File: config.mk
export PLATFORM = sky130hd
export DESIGN_NAME = wbs_pit
export DESIGN_NICKNAME = d
export VERILOG_FILES = /design/src/rtl/wbs_pit_defs.sv /design/src/rtl/wbs_pit_counter.sv /design/src/rtl/wbs_pit.sv
export SDC_FILE = /design/constraint.sdc
export NUM_CORES = 1
export LEC_CHECK = 0
export ABC_AREA = 1
export BUFFER_PORTS_ARGS = -buffer_cell sky130_fd_sc_hd__buf_4
export CAP_MARGIN = 10
export CORE_MARGIN = 1
export CORE_UTILIZATION = 58
export CTS_BUF_LIST = sky130_fd_sc_hd__clkbuf_8
export DETAILED_ROUTE_END_ITERATION = 10
export PLACE_DENSITY = 0.89
export SETUP_SLACK_MARGIN = 0.2
export SYNTH_ARGS = -nofsm -noshare
export SYNTH_HDL_FRONTEND = slang
export SYNTH_SLANG_ARGS = --single-unit
File: constraint.sdc
create_clock -name wb_clk_i -period 2 [get_ports wb_clk_i]
set_input_delay 0.1 -clock wb_clk_i [delete_from_list [all_inputs] [get_ports wb_clk_i]]
set_output_delay 0.1 -clock wb_clk_i [all_outputs]
set_load 0.02 [all_outputs]
File: src/rtl/wbs_pit_defs.sv
`default_nettype none
`timescale 1ns/1ps
// ============================================================================
// Module  : wbs_pit_defs
// Brief   : Register map, CSR bit positions and CSR packing for wbs_pit.
// Revision: 1.0 - initial release
// ============================================================================
package wbs_pit_defs;

    typedef enum logic [1:0] {
        ADR_CSR    = 2'd0,
        ADR_RELOAD = 2'd1,
        ADR_COUNT  = 2'd2,
        ADR_RSVD   = 2'd3
    } pit_adr_e;

    localparam int c_CSR_RUN  = 0;
    localparam int c_CSR_AUTO = 1;
    localparam int c_CSR_IE   = 6;
    localparam int c_CSR_DONE = 7;
    localparam int c_CSR_OVF  = 15;

    function automatic logic [15:0] pack_csr(
        input logic run,
        input logic auto_rl,
        input logic ie,
        input logic done,
        input logic ovf
    );
        logic [15:0] v;
        v              = 16'h0000;
        v[c_CSR_RUN]   = run;
        v[c_CSR_AUTO]  = auto_rl;
        v[c_CSR_IE]    = ie;
        v[c_CSR_DONE]  = done;
        v[c_CSR_OVF]   = ovf;
        return v;
    endfunction

endpackage
`default_nettype wire

File: src/rtl/wbs_pit_counter.sv
`default_nettype none
`timescale 1ns/1ps
// ============================================================================
// Module  : wbs_pit_counter
// Brief   : RELOAD and COUNT registers with decrement and expiry detection.
// Revision: 1.0 - initial release
// ============================================================================
module wbs_pit_counter (
    input  logic        clk,
    input  logic        rst_n,
    input  logic        i_init,
    input  logic        i_run,
    input  logic        i_start,
    input  logic        i_tick_en,
    input  logic        i_auto,
    input  logic        i_reload_we,
    input  logic [15:0] i_reload_data,
    output logic [15:0] o_reload,
    output logic [15:0] o_count,
    output logic        o_expire
);

    logic [15:0] r_reload;
    logic [15:0] r_count;

    assign o_expire = i_tick_en & (r_count == 16'd1);
    assign o_reload = r_reload;
    assign o_count  = r_count;

    always_ff @(posedge clk or negedge rst_n) begin
        if (!rst_n) begin
            r_reload <= 16'h0000;
            r_count  <= 16'h0000;
        end else if (i_init) begin
            r_reload <= 16'h0000;
            r_count  <= 16'h0000;
        end else begin
            if (i_reload_we) begin
                r_reload <= i_reload_data;
            end
            // start, stopped-reload and tick are mutually exclusive through i_run
            if (i_start) begin
                r_count <= r_reload;
            end else if (i_reload_we && !i_run) begin
                r_count <= i_reload_data;
            end else if (i_tick_en) begin
                if (o_expire) begin
                    r_count <= i_auto ? r_reload : 16'h0000;
                end else begin
                    r_count <= r_count - 16'd1;
                end
            end
        end
    end

endmodule
`default_nettype wire

File: src/rtl/wbs_pit.sv
`default_nettype none
`timescale 1ns/1ps
// ============================================================================
// Module  : wbs_pit
// Brief   : Wishbone programmable interval timer with vectored interrupt.
// Revision: 1.0 - initial release
// ============================================================================
module wbs_pit
    import wbs_pit_defs::*;
#(
    parameter logic [15:0] VECTOR   = 16'o000100,
    parameter logic        RUN_INIT = 1'b0
) (
    input  logic        wb_clk_i,
    input  logic        wb_rst_n,
    input  logic        init_i,
    input  logic [1:0]  wb_adr_i,
    input  logic [15:0] wb_dat_i,
    output logic [15:0] wb_dat_o,
    input  logic        wb_cyc_i,
    input  logic        wb_stb_i,
    input  logic        wb_we_i,
    input  logic [1:0]  wb_sel_i,
    output logic        wb_ack_o,
    input  logic        tick_i,
    output logic        irq_o,
    input  logic        istb_i,
    output logic [15:0] ivec_o,
    output logic        iack_o
);

    logic        r_ack;
    logic        r_run;
    logic        r_auto;
    logic        r_ie;
    logic        r_done;
    logic        r_ovf;
    logic        r_pend;
    logic        r_iack;
    logic [15:0] r_ivec;

    logic        w_wr;
    logic        w_csr_lo;
    logic        w_csr_hi;
    logic        w_reload_wr;
    logic        w_start;
    logic        w_run_wr;
    logic        w_tick_en;
    logic        w_expire;
    logic [15:0] w_reload;
    logic [15:0] w_count;
    logic [15:0] w_reload_data;

    logic        w_run_nx;
    logic        w_auto_nx;
    logic        w_ie_nx;
    logic        w_done_nx;
    logic        w_ovf_nx;
    logic        w_pend_nx;
    logic        w_iack_nx;

    assign w_wr        = wb_cyc_i & wb_stb_i & wb_we_i & ~r_ack;
    assign w_csr_lo    = w_wr & (wb_adr_i == ADR_CSR) & wb_sel_i[0];
    assign w_csr_hi    = w_wr & (wb_adr_i == ADR_CSR) & wb_sel_i[1];
    assign w_reload_wr = w_wr & (wb_adr_i == ADR_RELOAD);

    assign w_reload_data = {wb_sel_i[1] ? wb_dat_i[15:8] : w_reload[15:8],
                            wb_sel_i[0] ? wb_dat_i[7:0]  : w_reload[7:0]};

    assign w_run_wr  = w_csr_lo ? wb_dat_i[c_CSR_RUN] : r_run;
    assign w_start   = w_csr_lo & ~r_run & wb_dat_i[c_CSR_RUN];
    // a write clearing RUN swallows a coincident tick
    assign w_tick_en = tick_i & r_run & w_run_wr;

    wbs_pit_counter u_counter (
        .clk           (wb_clk_i),
        .rst_n         (wb_rst_n),
        .i_init        (init_i),
        .i_run         (r_run),
        .i_start       (w_start),
        .i_tick_en     (w_tick_en),
        .i_auto        (r_auto),
        .i_reload_we   (w_reload_wr),
        .i_reload_data (w_reload_data),
        .o_reload      (w_reload),
        .o_count       (w_count),
        .o_expire      (w_expire)
    );

    always_comb begin
        w_run_nx  = w_run_wr;
        w_auto_nx = w_csr_lo ? wb_dat_i[c_CSR_AUTO] : r_auto;
        w_ie_nx   = w_csr_lo ? wb_dat_i[c_CSR_IE]   : r_ie;
        w_done_nx = r_done & ~(w_csr_lo & ~wb_dat_i[c_CSR_DONE]);
        w_ovf_nx  = r_ovf  & ~(w_csr_hi & ~wb_dat_i[c_CSR_OVF]);
        // hardware set of DONE/OVF overrides the software clear above
        if (w_expire) begin
            w_done_nx = 1'b1;
            if (r_done) begin
                w_ovf_nx = 1'b1;
            end
            if (!r_auto) begin
                w_run_nx = 1'b0;
            end
        end

        w_iack_nx = istb_i & (r_pend | r_iack);
        w_pend_nx = r_pend;
        if (istb_i && r_pend && !r_iack) begin
            w_pend_nx = 1'b0;
        end
        if (!w_done_nx || !w_ie_nx) begin
            w_pend_nx = 1'b0;
        end else if ((!r_done && w_done_nx) || (!r_ie && w_ie_nx)) begin
            w_pend_nx = 1'b1;
        end
    end

    always_ff @(posedge wb_clk_i or negedge wb_rst_n) begin
        if (!wb_rst_n) begin
            r_ack  <= 1'b0;
            r_run  <= RUN_INIT;
            r_auto <= 1'b0;
            r_ie   <= 1'b0;
            r_done <= 1'b0;
            r_ovf  <= 1'b0;
            r_pend <= 1'b0;
            r_iack <= 1'b0;
            r_ivec <= 16'h0000;
        end else if (init_i) begin
            r_ack  <= 1'b0;
            r_run  <= RUN_INIT;
            r_auto <= 1'b0;
            r_ie   <= 1'b0;
            r_done <= 1'b0;
            r_ovf  <= 1'b0;
            r_pend <= 1'b0;
            r_iack <= 1'b0;
            r_ivec <= 16'h0000;
        end else begin
            r_ack  <= wb_cyc_i & wb_stb_i;
            r_run  <= w_run_nx;
            r_auto <= w_auto_nx;
            r_ie   <= w_ie_nx;
            r_done <= w_done_nx;
            r_ovf  <= w_ovf_nx;
            r_pend <= w_pend_nx;
            r_iack <= w_iack_nx;
            r_ivec <= w_iack_nx ? VECTOR : 16'h0000;
        end
    end

    always_comb begin
        wb_dat_o = 16'h0000;
        case (wb_adr_i)
            ADR_CSR:    wb_dat_o = pack_csr(r_run, r_auto, r_ie, r_done, r_ovf);
            ADR_RELOAD: wb_dat_o = w_reload;
            ADR_COUNT:  wb_dat_o = w_count;
            default:    wb_dat_o = 16'h0000;
        endcase
    end

    assign wb_ack_o = r_ack;
    assign irq_o    = r_pend;
    assign iack_o   = r_iack;
    assign ivec_o   = r_ivec;

endmodule
`default_nettype wire

# Word level (Yosys, flattened, before mapping)
# Cells that the tools add are included.
# classes
bitwise	24
n_mux	32
n_eq_ne	3
reduce_logical	18
add_sub_neg	1
# ops
op	n
2-to-1 mux 16 bit	8
case mux 16 bit (3 select lines)	1
2-to-1 mux 1 bit	19
bitwise AND 1 bit	17
equality test 16 x 1 -> 1 bit (second input constant)	1
2-to-1 mux 8 bit	2
subtractor 16 x 1 -> 16 bit (second input constant)	1
2-to-1 mux 7 bit	2
nonzero test 4 bit	2
zero test 1 bit	6
inverter 1 bit	6
logical AND 1 bit	5
nonzero test 2 bit	2
equality test 2 x 1 -> 1 bit (second input constant)	1
equality test 2 bit (second input constant)	1
zero test 2 bit	1
logical OR 1 bit	2
OR 1 bit	1
# totals
word_cells	89
inputBits	28
register_bits	56
out_inout_bits	35

# Logic depth before layout (Yosys ltp)
# Gate-level depths: netlist of the first run.
# depth
word_depth	14
mapped_depth	13
mapped_depth_nobuf	13

# By module
# From an unflattened synthesis of the first run, not the netlist that was laid out.
# hier_totals
cells_unflattened	566
hier_area_um2	3539.6
# by_module_without_submodules
module	area_per_inst_um2	cells_each	n_inst	seq_area_each_um2
wbs_pit_counter	2547.4	401	1	800.8
wbs_pit	992.2	165	1	200.2

# Worst setup path before layout of the first run
# OpenSTA, ideal clock, no wires.
# synth_timing
path_type	register to register
startpoint	register r_ack, in the netlist wb_ack_o
endpoint	register u_counter.r_count[12], in the netlist u_counter.o_count[12]
arrival_time_ns	1.524
setup_slack_ns	0.359
stages_incl_launch_ff	12
required_ns	1.883
path_cell_list	dfrtp_1 -> inv_1 -> nand2_1 -> nor2_4 -> nand4_4 -> nand2_4 -> inv_2 -> o21ai_4 -> buf_6 -> a21oi_1 -> nand2_1 -> nand2_1
# synth_via
elab_chain_cells	12
word_cells_on_any_way	17
cone_classes	mux: 6; bitwise: 9; reduce/logical: 2
# synth_lines
item	line_no	text
start, declared	wbs_pit.sv:32	logic r_ack;
start signal, assigned	wbs_pit.sv:141	r_ack <= wb_cyc_i & wb_stb_i;
inverter 1 bit (*)	wbs_pit.sv:62	assign w_wr = wb_cyc_i & wb_stb_i & wb_we_i & ~r_ack;
bitwise AND 1 bit (*)	wbs_pit.sv:62	
bitwise AND 1 bit (2 in series)	wbs_pit.sv:63	assign w_csr_lo = w_wr & (wb_adr_i == ADR_CSR) & wb_sel_i[0];
2-to-1 mux 1 bit	wbs_pit.sv:70	assign w_run_wr = w_csr_lo ? wb_dat_i[c_CSR_RUN] : r_run;
bitwise AND 1 bit	wbs_pit.sv:73	assign w_tick_en = tick_i & r_run & w_run_wr;
bitwise AND 1 bit	wbs_pit_counter.sv:26	assign o_expire = i_tick_en & (r_count == 16'd1);
2-to-1 mux 16 bit	wbs_pit_counter.sv:47	if (o_expire) begin
2-to-1 mux 16 bit	wbs_pit_counter.sv:46	end else if (i_tick_en) begin
2-to-1 mux 16 bit	wbs_pit_counter.sv:44	end else if (i_reload_we && !i_run) begin
2-to-1 mux 16 bit	wbs_pit_counter.sv:42	if (i_start) begin
2-to-1 mux 16 bit	wbs_pit_counter.sv:34	end else if (i_init) begin
end signal, assigned	wbs_pit_counter.sv:43	r_count <= r_reload;
end signal, assigned	wbs_pit_counter.sv:45	r_count <= i_reload_data;
end signal, assigned	wbs_pit_counter.sv:48	r_count <= i_auto ? r_reload : 16'h0000;
end, declared	wbs_pit_counter.sv:24	logic [15:0] r_count;
# Every way passes the cells marked *; elsewhere a longest branch is shown, timed or not. The select of a mux whose other input is x is not followed.
# A chain may end at the register's enable or synchronous reset.

# Final worst setup path of the first run
# layout_timing
startpoint	register u_counter.r_count[4], in the netlist u_counter.o_count[4]
endpoint	register u_counter.r_count[6], in the netlist u_counter.o_count[6]
# layout_via
elab_chain_cells	7
word_cells_on_any_way	8
cone_classes	add/sub: 1; eq/ne: 1; mux: 5; bitwise: 1
# layout_lines
item	line_no
parallel branches: the longest is 2 deep, another holds subtractor 16 x 1 -> 16 bit	-
2-to-1 mux 16 bit (*)	wbs_pit_counter.sv:47
2-to-1 mux 16 bit (*)	wbs_pit_counter.sv:46
2-to-1 mux 16 bit (*)	wbs_pit_counter.sv:44
2-to-1 mux 16 bit (*)	wbs_pit_counter.sv:42
2-to-1 mux 16 bit (*)	wbs_pit_counter.sv:34
# Every way passes the cells marked *. The select of a mux whose other input is x is not followed.

==> metrics.md, run 1 <==
| Metric | Value |
|---|---|
| Final Max Tran Viols | `0` |
| Final-stage net count | `564` |
| CTS buffer count | `5` |
| Most used cell, CP | `nand2_1` |
| Final setup vio count | `0` |
| Clock latency on the worst-skew pair | `310 ps` |
| DRC Markers | `0` |
| Final std cells w/o fill | `605` |
| Placer congestion estimate | `0.981` |
| Power Density | `554 nW/µm²` |
| Avg Inst Size Synth | `6.58 µm²` |
| Synth Register Bits | `40` |
| ANT nets after route | `0` |
| CTS tree | `built` |
| Worst Hold Class | `in2reg` |
| Peak VDD IR | `454 µV` |
| P_leak | `2.02 nW` |
| Area Growth Syn to Fin | `22.0%` |
| Initial core utilization | `61.1%` |
| Startpoint types | `register` |
| Max Root-Sink Buffers | `2` |
| Gr usage total | `35.6%` |
| Final Util | `74.5%` |
| Worst path max stage delay | `450 ps` |
| Worst path arrival time | `2110 ps` |
| Die Height | `75.8 µm` |
| Clk_skew | `11.1 ps` |
| Status | `finished clean` |
| Layout cells sized above 1 | `22.1%` |
| RSZ-0062 raised after global routing | `true` |
| CTS clk-pin slew, worst paths | `90 ps` |
| First-pass GRT wire length | `15.0 mm` |
| GRT overflow | `0` |
| Count of cell types in the netlist | `31` |
| Critical path class | `reg2reg` |
| Placed cell count | `581` |
| Req. time, crit path | `2200 ps` |
| Routed wire length | `10.3 mm` |
| DR WL/cell | `17.0 µm` |
| Max-cap violations | `0` |
| Vias in the first global route | `3045` |
| Die Area | `5750 µm²` |
| Total core area | `5170 µm²` |
| Drt first pass iters | `6` |
| Seq/Total Area, Yosys | `31.7%` |
| Vias | `3637` |
| CP Max Fanout | `5` |
| Number of antenna violations at the first check in global routing | `0` |
| Row count | `26` |
| Die span in x | `75.8 µm` |
| I/O pin count | `63` |
| Worst Setup End Kind | `register` |
| Worst-Margin Slew | `615 ps` |
| Cell Area, Synth | `3160 µm²` |
| Antenna cell count | `0` |
| First DRT Iteration DRCs | `581` |
| Fmax | `524 MHz` |
| Post-layout min period | `1910 ps` |
| Clk sink count | `40` |
| Slew margin rel. | `58.9%` |
| CTS HTree Levels | `2` |
| Largest net degree at the start of global routing | `41` |
| Critical-path cell list | `nor2_1 > nand2_1 > nor2_2 > nand3_1 > nor2_4 > clkbuf_16 > o21ai_1 > nand3_1 > nand2_1 > nand2_1 > nand2_1` |
| Vias per Instance | `6.01` |
| DP HPWL | `6.67 mm` |
| Root buf cell | `clkbuf_8` |
| Fin. Hold Viols | `0` |
| CP max stage cell | `dfrtp_1` |
| Warnings, synthesis | `0` |
| Mapped Cells | `480` |
| Fin crit share | `95.5%` |
| Setup TNS | `0 ps` |
| Number of port buffers | `47` |
[Yosys cell counts, drive strengths merged]
library cell,instances,area (µm²)
and3,1,6.26
nand3,46,235
dfrtp,40,1000
buf,29,210
ha,2,25.0
xnor2,1,8.76
nor3,3,15.0
o31ai,1,7.51
conb,1,3.75
a21oi,26,130
nand2,123,474
o211ai,1,7.51
xor2,10,87.6
nor2,58,258
o22ai,24,150
inv,59,221
o21ai,39,206
nand4,5,46.3
o221ai,5,43.8
clkbuf,6,22.5
[critical path, delay by kind of cell (launching register included)]
family | cells | cell delay (ps)
buf+inv | 1 | 180
compound gates | 1 | 60
simple gates | 9 | 1110
flops | 1 | 450
[power by group]
| part | internal (W) | switching (W) | leakage [nW] | total, W |
|---|---|---|---|---|
| Clock | 0.000376 | 0.000319 | 0.0583 | 0.000695 |
| Sequential | 0.000829 | 0.0000241 | 0.544 | 0.000853 |
| Combinational | 0.000212 | 0.000378 | 1.42 | 0.000590 |
[worst paths after layout]
check | start | end | slack [ps] | cells past startpoint
worst max-delay path | u_counter.o_count[4]$_DFFE_PN0P_ | u_counter.o_count[6]$_DFFE_PN0P_ | 90 | 11
worst min-delay path | init_i | wb_ack_o$_DFF_PN0_ | 40 | 2
worst max register to register | u_counter.o_count[4]$_DFFE_PN0P_ | u_counter.o_count[6]$_DFFE_PN0P_ | 90 | 11
worst min register to register | u_counter.o_count[15]$_DFFE_PN0P_ | u_counter.o_count[15]$_DFFE_PN0P_ | 560 | 2
max in group asynchronous | wb_rst_n | u_counter.o_count[7]$_DFFE_PN0P_ | 1280 | 2
min in group asynchronous | wb_rst_n | r_done$_DFF_PN0_ | 310 | 2
[final cells by class]
| class | count | area, µm² |
|---|---|---|
| clock inverters | 3 | 47.5 |
| fillers | 416 | 1320 |
| inverters | 59 | 221 |
| multi-input cells | 361 | 1850 |
| repair buffers | 67 | 568 |
| well taps | 70 | 87.6 |
| clock buffers | 5 | 68.8 |
| flip-flops and latches | 40 | 1010 |
[sequential cells by signal, summed over array words and instances, names as in the netlist]
register / count
u_counter.o_reload: 16
r_run: 1
wb_ack_o: 1
r_ovf: 1
r_done: 1
r_ie: 1
irq_o: 1
r_auto: 1
u_counter.o_count: 16
ivec_o: 1
[layout by cell type, fill, tap and decap left out, types with 3 or more instances in the layout]
cell type,instances
nand2_1,116
buf_4,60
inv_1,55
nand3_1,44
nor2_1,42
dfrtp_1,34
a21oi_1,25
o22ai_1,24
o21ai_0,23
conb_1,15
o21ai_1,12
nor2_2,10
xor2_1,10
nor2_4,6
nand2_2,6
dfrtp_2,6
o221ai_1,5
clkbuf_8,5
inv_2,4
nand4_1,4
o21ai_2,3
buf_12,3
[logic make-up (layout without fill, tap and decap cells)]
group	after synthesis	after routing	share of synthesized area, %
simple gates	236	237	32.7
other cells	1	15	0.119
flops	40	40	31.7
compound gates	96	96	17.3
fa+ha+maj	2	2	0.792
buf+inv	94	134	14.4
xor+xnor	11	11	3.05
[layer usage]
metal | GRT usage (%) | part of all wire, %
met1 | 52.6 | 41
met2 | 51.9 | 44
met3 | 7.14 | 11
met4 | 11.5 | 4.0
met5 | 0 | 0
[per-stage QoR]
stage	hold slack (ps)	setup slack [ps]	total power, W	area, µm²
5_1_grt	34.7	46.5	0.00223	3850
3_3_place_gp	114	169	0.00138	3470
4_1_cts	32.8	175	0.00209	3670
6_report	43.2	90.8	0.00214	3850
3_5_place_dp	114	81.5	0.00139	3470
2_1_floorplan	-196	359	0.00125	3210
[repair_timing]
item                                    4_1_cts  5_1_grt
pin swaps                                     3       19
buffers inserted                              5        8
gates cloned                                  1        1
hold buffers                                  1        0
endpoints found under the hold margin        40        0
gates resized for setup                       3       35
endpoints found under the setup margin       18       18
Note: power is estimated with default switching activity, not from simulation.
==> run 2: changes to the inputs <==
Settings changed: PLACE_DENSITY 0.89 to not set, PLACE_DENSITY_LB_ADDON set to 0.15.
==> run 2 against run 1 <==
Die area stayed put. Sequential cell count did not move. Register-to-register slack gained 80 ps. Cell count up 1.7%. Final area up 2.5%. Clock-buffer cell count unchanged. Clock skew rose by 1.1 ps. Non-clock buffer count is 11 higher. Clock power about the same. Via count shrank 2.0%. Core utilization grew 1.9 points. Routed wire length decreased by 3.1%. Largest cell class unchanged. Largest power group unchanged. Highest routed layer unchanged.
==> metrics.md, run 2 (same netlist as run 1, synthesis figures left out) <==
| Metric | Value |
|---|---|
| Max-cap violations | `0` |
| Placer congestion estimate | `0.953` |
| Slew margin rel. | `60.9%` |
| GR Util met2 | `53.3%` |
| Routed wire length | `9.98 mm` |
| Startpoint types | `register` |
| RSZ-0062 raised after global routing | `true` |
| Crit path capture | `u_counter.o_count[14]$_DFFE_PN0P_` |
| Gr usage total | `34.9%` |
| Crit path launch | `u_counter.o_count[3]$_DFFE_PN0P_` |
| Sw Pwr | `0.000735 W` |
| Fmax | `546 MHz` |
| Final-stage net count | `574` |
| Fin. Hold Viols | `0` |
| Die Area | `5750 µm²` |
| Drt first pass iters | `6` |
| Vias in the first global route | `2977` |
| Worst Setup End Kind | `register` |
| Most used cell, CP | `nand2_1` |
| Post-layout min period | `1830 ps` |
| Leading cell type in the layout, fill and taps excluded | `nand2_1` |
| First DRT Iteration DRCs | `523` |
| P_leak | `2.07 nW` |
| Die span in x | `75.8 µm` |
| Worst R2R Path Depth | `11` |
| Final Max Tran Viols | `0` |
| GR Util met1 | `50.9%` |
| Int Pwr | `0.00143 W` |
| DP HPWL | `6.63 mm` |
| Setup TNS | `0 ps` |
| Worst Hold Class | `in2reg` |
| Clock Power Share | `32.2%` |
| Worst r2r dst | `u_counter.o_count[14]$_DFFE_PN0P_` |
| CTS clk-pin slew, worst paths | `90 ps` |
| I/O pin count | `63` |
| Sw frac | `34.0%` |
| Clk_skew | `12.2 ps` |
| Sequential Power Share | `39.4%` |
| Peak VDD IR | `391 µV` |
| Reg2reg start | `u_counter.o_count[3]$_DFFE_PN0P_` |
| Largest net degree at the start of global routing | `41` |
| Fill count | `396` |
| CTS tree | `built` |
| Most frequent cells in the layout | `nand2_1, buf_4, inv_1` |
| Total core area | `5170 µm²` |
| Layout cells sized above 1 | `24.8%` |
| Area Growth Syn to Fin | `25.0%` |
| Grt peak-use layer | `met2` |
| Worst-Margin Slew | `586 ps` |
| Critical-path cell list | `nor2_4 > inv_2 > nor3_4 > nand3_2 > nor2_4 > clkbuf_16 > o21ai_0 > nand3_1 > nand2_1 > nand2_1 > nand2_1` |
| DR WL/cell | `16.2 µm` |
| CP max stage cell | `dfrtp_2` |
| Final setup vio count | `0` |
| Reg-to-reg slack, setup | `170 ps` |
| Met3 GRT Util | `7.94%` |
| CP Max Fanout | `7` |
| Status | `finished clean` |
| Clk sink count | `40` |
| Power share of the combinational group | `28.4%` |
| Root buf cell | `clkbuf_8` |
| Vias | `3566` |
| Number of port buffers | `47` |
| Worst path arrival time | `2040 ps` |
| Die Height | `75.8 µm` |
| Critical path class | `reg2reg` |
| ANT nets after route | `0` |
| Fin crit share | `91.5%` |
| Number of antenna violations at the first check in global routing | `0` |
| Vias per Instance | `5.80` |
| Worst path max stage delay | `480 ps` |
| Power Density | `547 nW/µm²` |
| Max Root-Sink Buffers | `2` |
| Antenna cell count | `0` |
| Row count | `26` |
| First-pass GRT wire length | `14.9 mm` |
| CTS buffer count | `5` |
| Minimum hold slack | `40.6 ps` |
| GRT overflow | `0` |
| Initial core utilization | `61.1%` |
| Req. time, crit path | `2210 ps` |
| DRC Markers | `0` |
| CTS HTree Levels | `2` |
| Clock latency on the worst-skew pair | `300 ps` |
run 2: final cells by class:
class	count	area (µm²)	area share, %
multi-input cells	360	1860	47.2
flip-flops and latches	40	1010	25.6
repair buffers	78	654	16.6
inverters	59	224	5.67
well taps	70	87.6	2.22
clock buffers	5	68.8	1.74
clock inverters	3	42.5	1.08
run 2: worst max-delay path, delay by kind of cell, from the launching register on:
kind,cells,cell delay [ps]
AOI/OAI and AO/OA,1,80
buffers and inverters,2,260
DFF,1,480
and+or+nand+nor,8,930
run 2: worst min-delay path by stage:
| stage | from | to | cells after the start |
|---|---|---|---|
| 4_1_cts | init_i | r_done$_DFF_PN0_ | 2 |
| 3_5_place_dp | wb_rst_n | ivec_o[6]$_DFF_PN0_ | 1 |
| 3_3_place_gp | wb_rst_n | ivec_o[6]$_DFF_PN0_ | 1 |
| 5_1_grt | init_i | ivec_o[6]$_DFF_PN0_ | 2 |
| 2_1_floorplan | wb_rst_n | irq_o$_DFFE_PN0P_ | 0 |
| 6_report | init_i | r_done$_DFF_PN0_ | 2 |
run 2: what timing repair did:
action | CTS | global route
gates resized for setup | 5 | 43
endpoints found under the setup margin | 16 | 20
buffers inserted | 5 | 17
hold buffers | 1 | 0
gates cloned | 0 | 1
pin swaps | 3 | 19
hold endpoints to repair | 40 | 0
run 2: layer usage:
layer / up-vias / part of all wire, % / routed length, µm
met5: - / 0 / 0
met2: 272 / 44 / 4400
met3: 49 / 12 / 1210
li1: 1659 / - / -
met1: 1586 / 41 / 4080
met4: 0 / 2.9 / 292
run 2: per-stage QoR:
step           cells  instance area [µm²]  util [%]  setup slack (ps)  total power [W]
2_1_floorplan    494                 3210         -               359          0.00125
3_3_place_gp     583                 3490      67.4               114          0.00139
3_5_place_dp     583                 3490      67.4              85.1          0.00139
4_1_cts          597                 3690      71.4               179          0.00208
5_1_grt          615                 3950      76.4              98.9          0.00226
6_report         615                 3950      76.4               170          0.00216
run 2: power by group through the flow:
stage,sequential [W],combinational (W),clock (W)
after floorplan,0.000860,0.000395,0
after global placement,0.000862,0.000527,0
after detailed placement,0.000862,0.000526,0
after CTS,0.000846,0.000539,0.000697
after global routing,0.000853,0.000675,0.000730
final,0.000851,0.000615,0.000695
==> run 3: changes to the inputs <==
Settings changed: BUFFER_PORTS_ARGS -buffer_cell sky130_fd_sc_hd__buf_4 to -buffer_cell sky130_fd_sc_hd__clkbuf_2.
==> run 3 against run 2 <==
Power is 3.5% lower. Clock-buffer cell count unchanged. Sequential power about the same. Final area is 4.8% lower. Worst hold slack lost 10 ps. Routed wire length decreased by 5.4%. Register-to-register slack gained 50 ps. Via count shrank 0.90%. Non-clock buffer count decreased by 1.
==> metrics.md, run 3 (same netlist as run 1, synthesis figures left out) <==
| Metric | Value |
|---|---|
| Status | `finished clean` |
| DR WL/cell | `15.4 µm` |
| Drt first pass iters | `5` |
| Reg2reg start | `u_counter.o_count[12]$_DFFE_PN0P_` |
| First DRT Iteration DRCs | `533` |
| Clk sink count | `40` |
| Clock latency on the worst-skew pair | `300 ps` |
| Layout cells sized above 1 | `23.1%` |
| Max-cap violations | `0` |
| CTS tree | `built` |
| Number of antenna violations at the first check in global routing | `0` |
| Vias | `3534` |
| CTS HTree Levels | `2` |
| Routed wire length | `9.44 mm` |
| Fill count | `418` |
| Max Root-Sink Buffers | `2` |
| Peak VDD IR | `440 µV` |
| Crit path launch | `u_counter.o_count[12]$_DFFE_PN0P_` |
| GRT overflow | `0` |
| Most frequent cells in the layout | `nand2_1, inv_1, clkbuf_2` |
| Fmax | `561 MHz` |
| Area Growth Syn to Fin | `19.0%` |
| Total core area | `5170 µm²` |
| Slew margin rel. | `59.4%` |
| Die Height | `75.8 µm` |
| CTS clk-pin slew, worst paths | `90 ps` |
| P_leak | `2.02 nW` |
| Fin crit share | `89.2%` |
| Sequential cell area | `1010 µm²` |
| Multi-input gate area | `1840 µm²` |
| Dpl cell area | `3380 µm²` |
| Die Area | `5750 µm²` |
| I/O pin count | `63` |
| Initial core utilization | `61.1%` |
| ANT nets after route | `0` |
| Antenna cell count | `0` |
| Clk_skew | `8.98 ps` |
| Startpoint types | `register` |
| Critical path class | `reg2reg` |
| Req. time, crit path | `2240 ps` |
| Post-layout min period | `1780 ps` |
| Number of port buffers | `47` |
| First-pass GRT wire length | `14.1 mm` |
| Vias per Instance | `5.75` |
| Power Density | `555 nW/µm²` |
| Worst Setup End Kind | `register` |
| Root buf cell | `clkbuf_8` |
| Fin. Hold Viols | `0` |
| Vias in the first global route | `2863` |
| DP HPWL | `6.62 mm` |
| Worst-Margin Slew | `607 ps` |
| Setup TNS | `0 ps` |
| Worst Hold Class | `in2reg` |
| Row count | `26` |
| Hold_sp | `istb_i` |
| Worst path arrival time | `2020 ps` |
| Placer congestion estimate | `0.958` |
| Post-route cell area | `3760 µm²` |
| RSZ-0062 raised after global routing | `true` |
| CP Max Fanout | `8` |
| Largest net degree at the start of global routing | `31` |
| DRC Markers | `0` |
| Die span in x | `75.8 µm` |
| CTS buffer count | `5` |
| Final setup vio count | `0` |
| Leading cell type in the layout, fill and taps excluded | `nand2_1` |
| Final Max Tran Viols | `0` |
| Gr usage total | `33.2%` |
| Final-stage net count | `574` |
run 3: cell count changes in the layout (fill, tap and decap cells not counted), sizes merged:
cell | before | now
nand3 | 46 | 47
clkbuf | 6 | 52
buf | 76 | 29
run 3: worst paths after layout:
check | endpoint | slack, ps | cells after the start
min | ivec_o[6]$_DFF_PN0_ | 30 | 3
max | u_counter.o_count[11]$_DFFE_PN0P_ | 220 | 10
max reg2reg | u_counter.o_count[11]$_DFFE_PN0P_ | 220 | 10
min reg2reg | u_counter.o_count[15]$_DFFE_PN0P_ | 560 | 2
max in group asynchronous | u_counter.o_count[4]$_DFFE_PN0P_ | 1090 | 3
min in group asynchronous | u_counter.o_count[8]$_DFFE_PN0P_ | 190 | 2
run 3: repair_timing:
| action | CTS | global route |
|---|---|---|
| resized for setup | 2 | 31 |
| setup endpoints to repair | 16 | 17 |
| cloned | 0 | 1 |
| hold buffers | 1 | 0 |
| endpoints found under the hold margin | 10 | 0 |
| pin swaps | 2 | 9 |
| buffers inserted | 7 | 13 |
run 3: worst max-delay path: stages (launching register included):
cell	delay (ps)
dfrtp_1	460
nor2_2	150
buf_4	140
nand3_1	60
nor3_1	280
nand2_2	210
nand2_1	140
nand3_1	90
nand2_1	70
nand2_1	70
nand2_1	60
run 3: area by class of cell:
| type | instances | share of cell area [%] |
|---|---|---|
| Clock buffer | 5 | 1.83 |
| Clock inverter | 3 | 1.13 |
| Inverter | 59 | 5.89 |
| Multi-Input combinational cell | 361 | 49.0 |
| Sequential cell | 40 | 26.8 |
| Tap cell | 70 | 2.33 |
| Timing Repair Buffer | 77 | 13.0 |
run 3: per-layer routing:
metal	track usage, %	routed length, µm	up-vias
met5	0	0	-
met4	8.64	212	0
met3	5.69	1030	33
met2	47.8	4050	237
met1	50.9	4150	1598
li1	-	-	1666
run 3: power by group:
group / total (W) / leakage [nW] / switching, W / internal, W
registers: 0.000852 / 0.544 / 0.0000233 / 0.000829
logic: 0.000560 / 1.42 / 0.000363 / 0.000197
clock network: 0.000675 / 0.0541 / 0.000305 / 0.000369
total: 0.00209 / 2.02 / 0.000692 / 0.00139
run 3: metrics by stage:
| step | std cells | setup WS, ps | total power, W | utilization (%) | hold WS (ps) |
|---|---|---|---|---|---|
| 6_report | 615 | 217 | 0.00209 | 72.7 | 30.5 |
| 5_1_grt | 615 | 94.8 | 0.00219 | 72.7 | 30.3 |
| 4_1_cts | 601 | 177 | 0.00206 | 69.0 | 23.0 |
| 3_5_place_dp | 585 | 119 | 0.00137 | 65.4 | -15.4 |
| 3_3_place_gp | 585 | 173 | 0.00137 | 65.4 | -15.5 |
| 2_1_floorplan | 494 | 359 | 0.00125 | - | -196 |
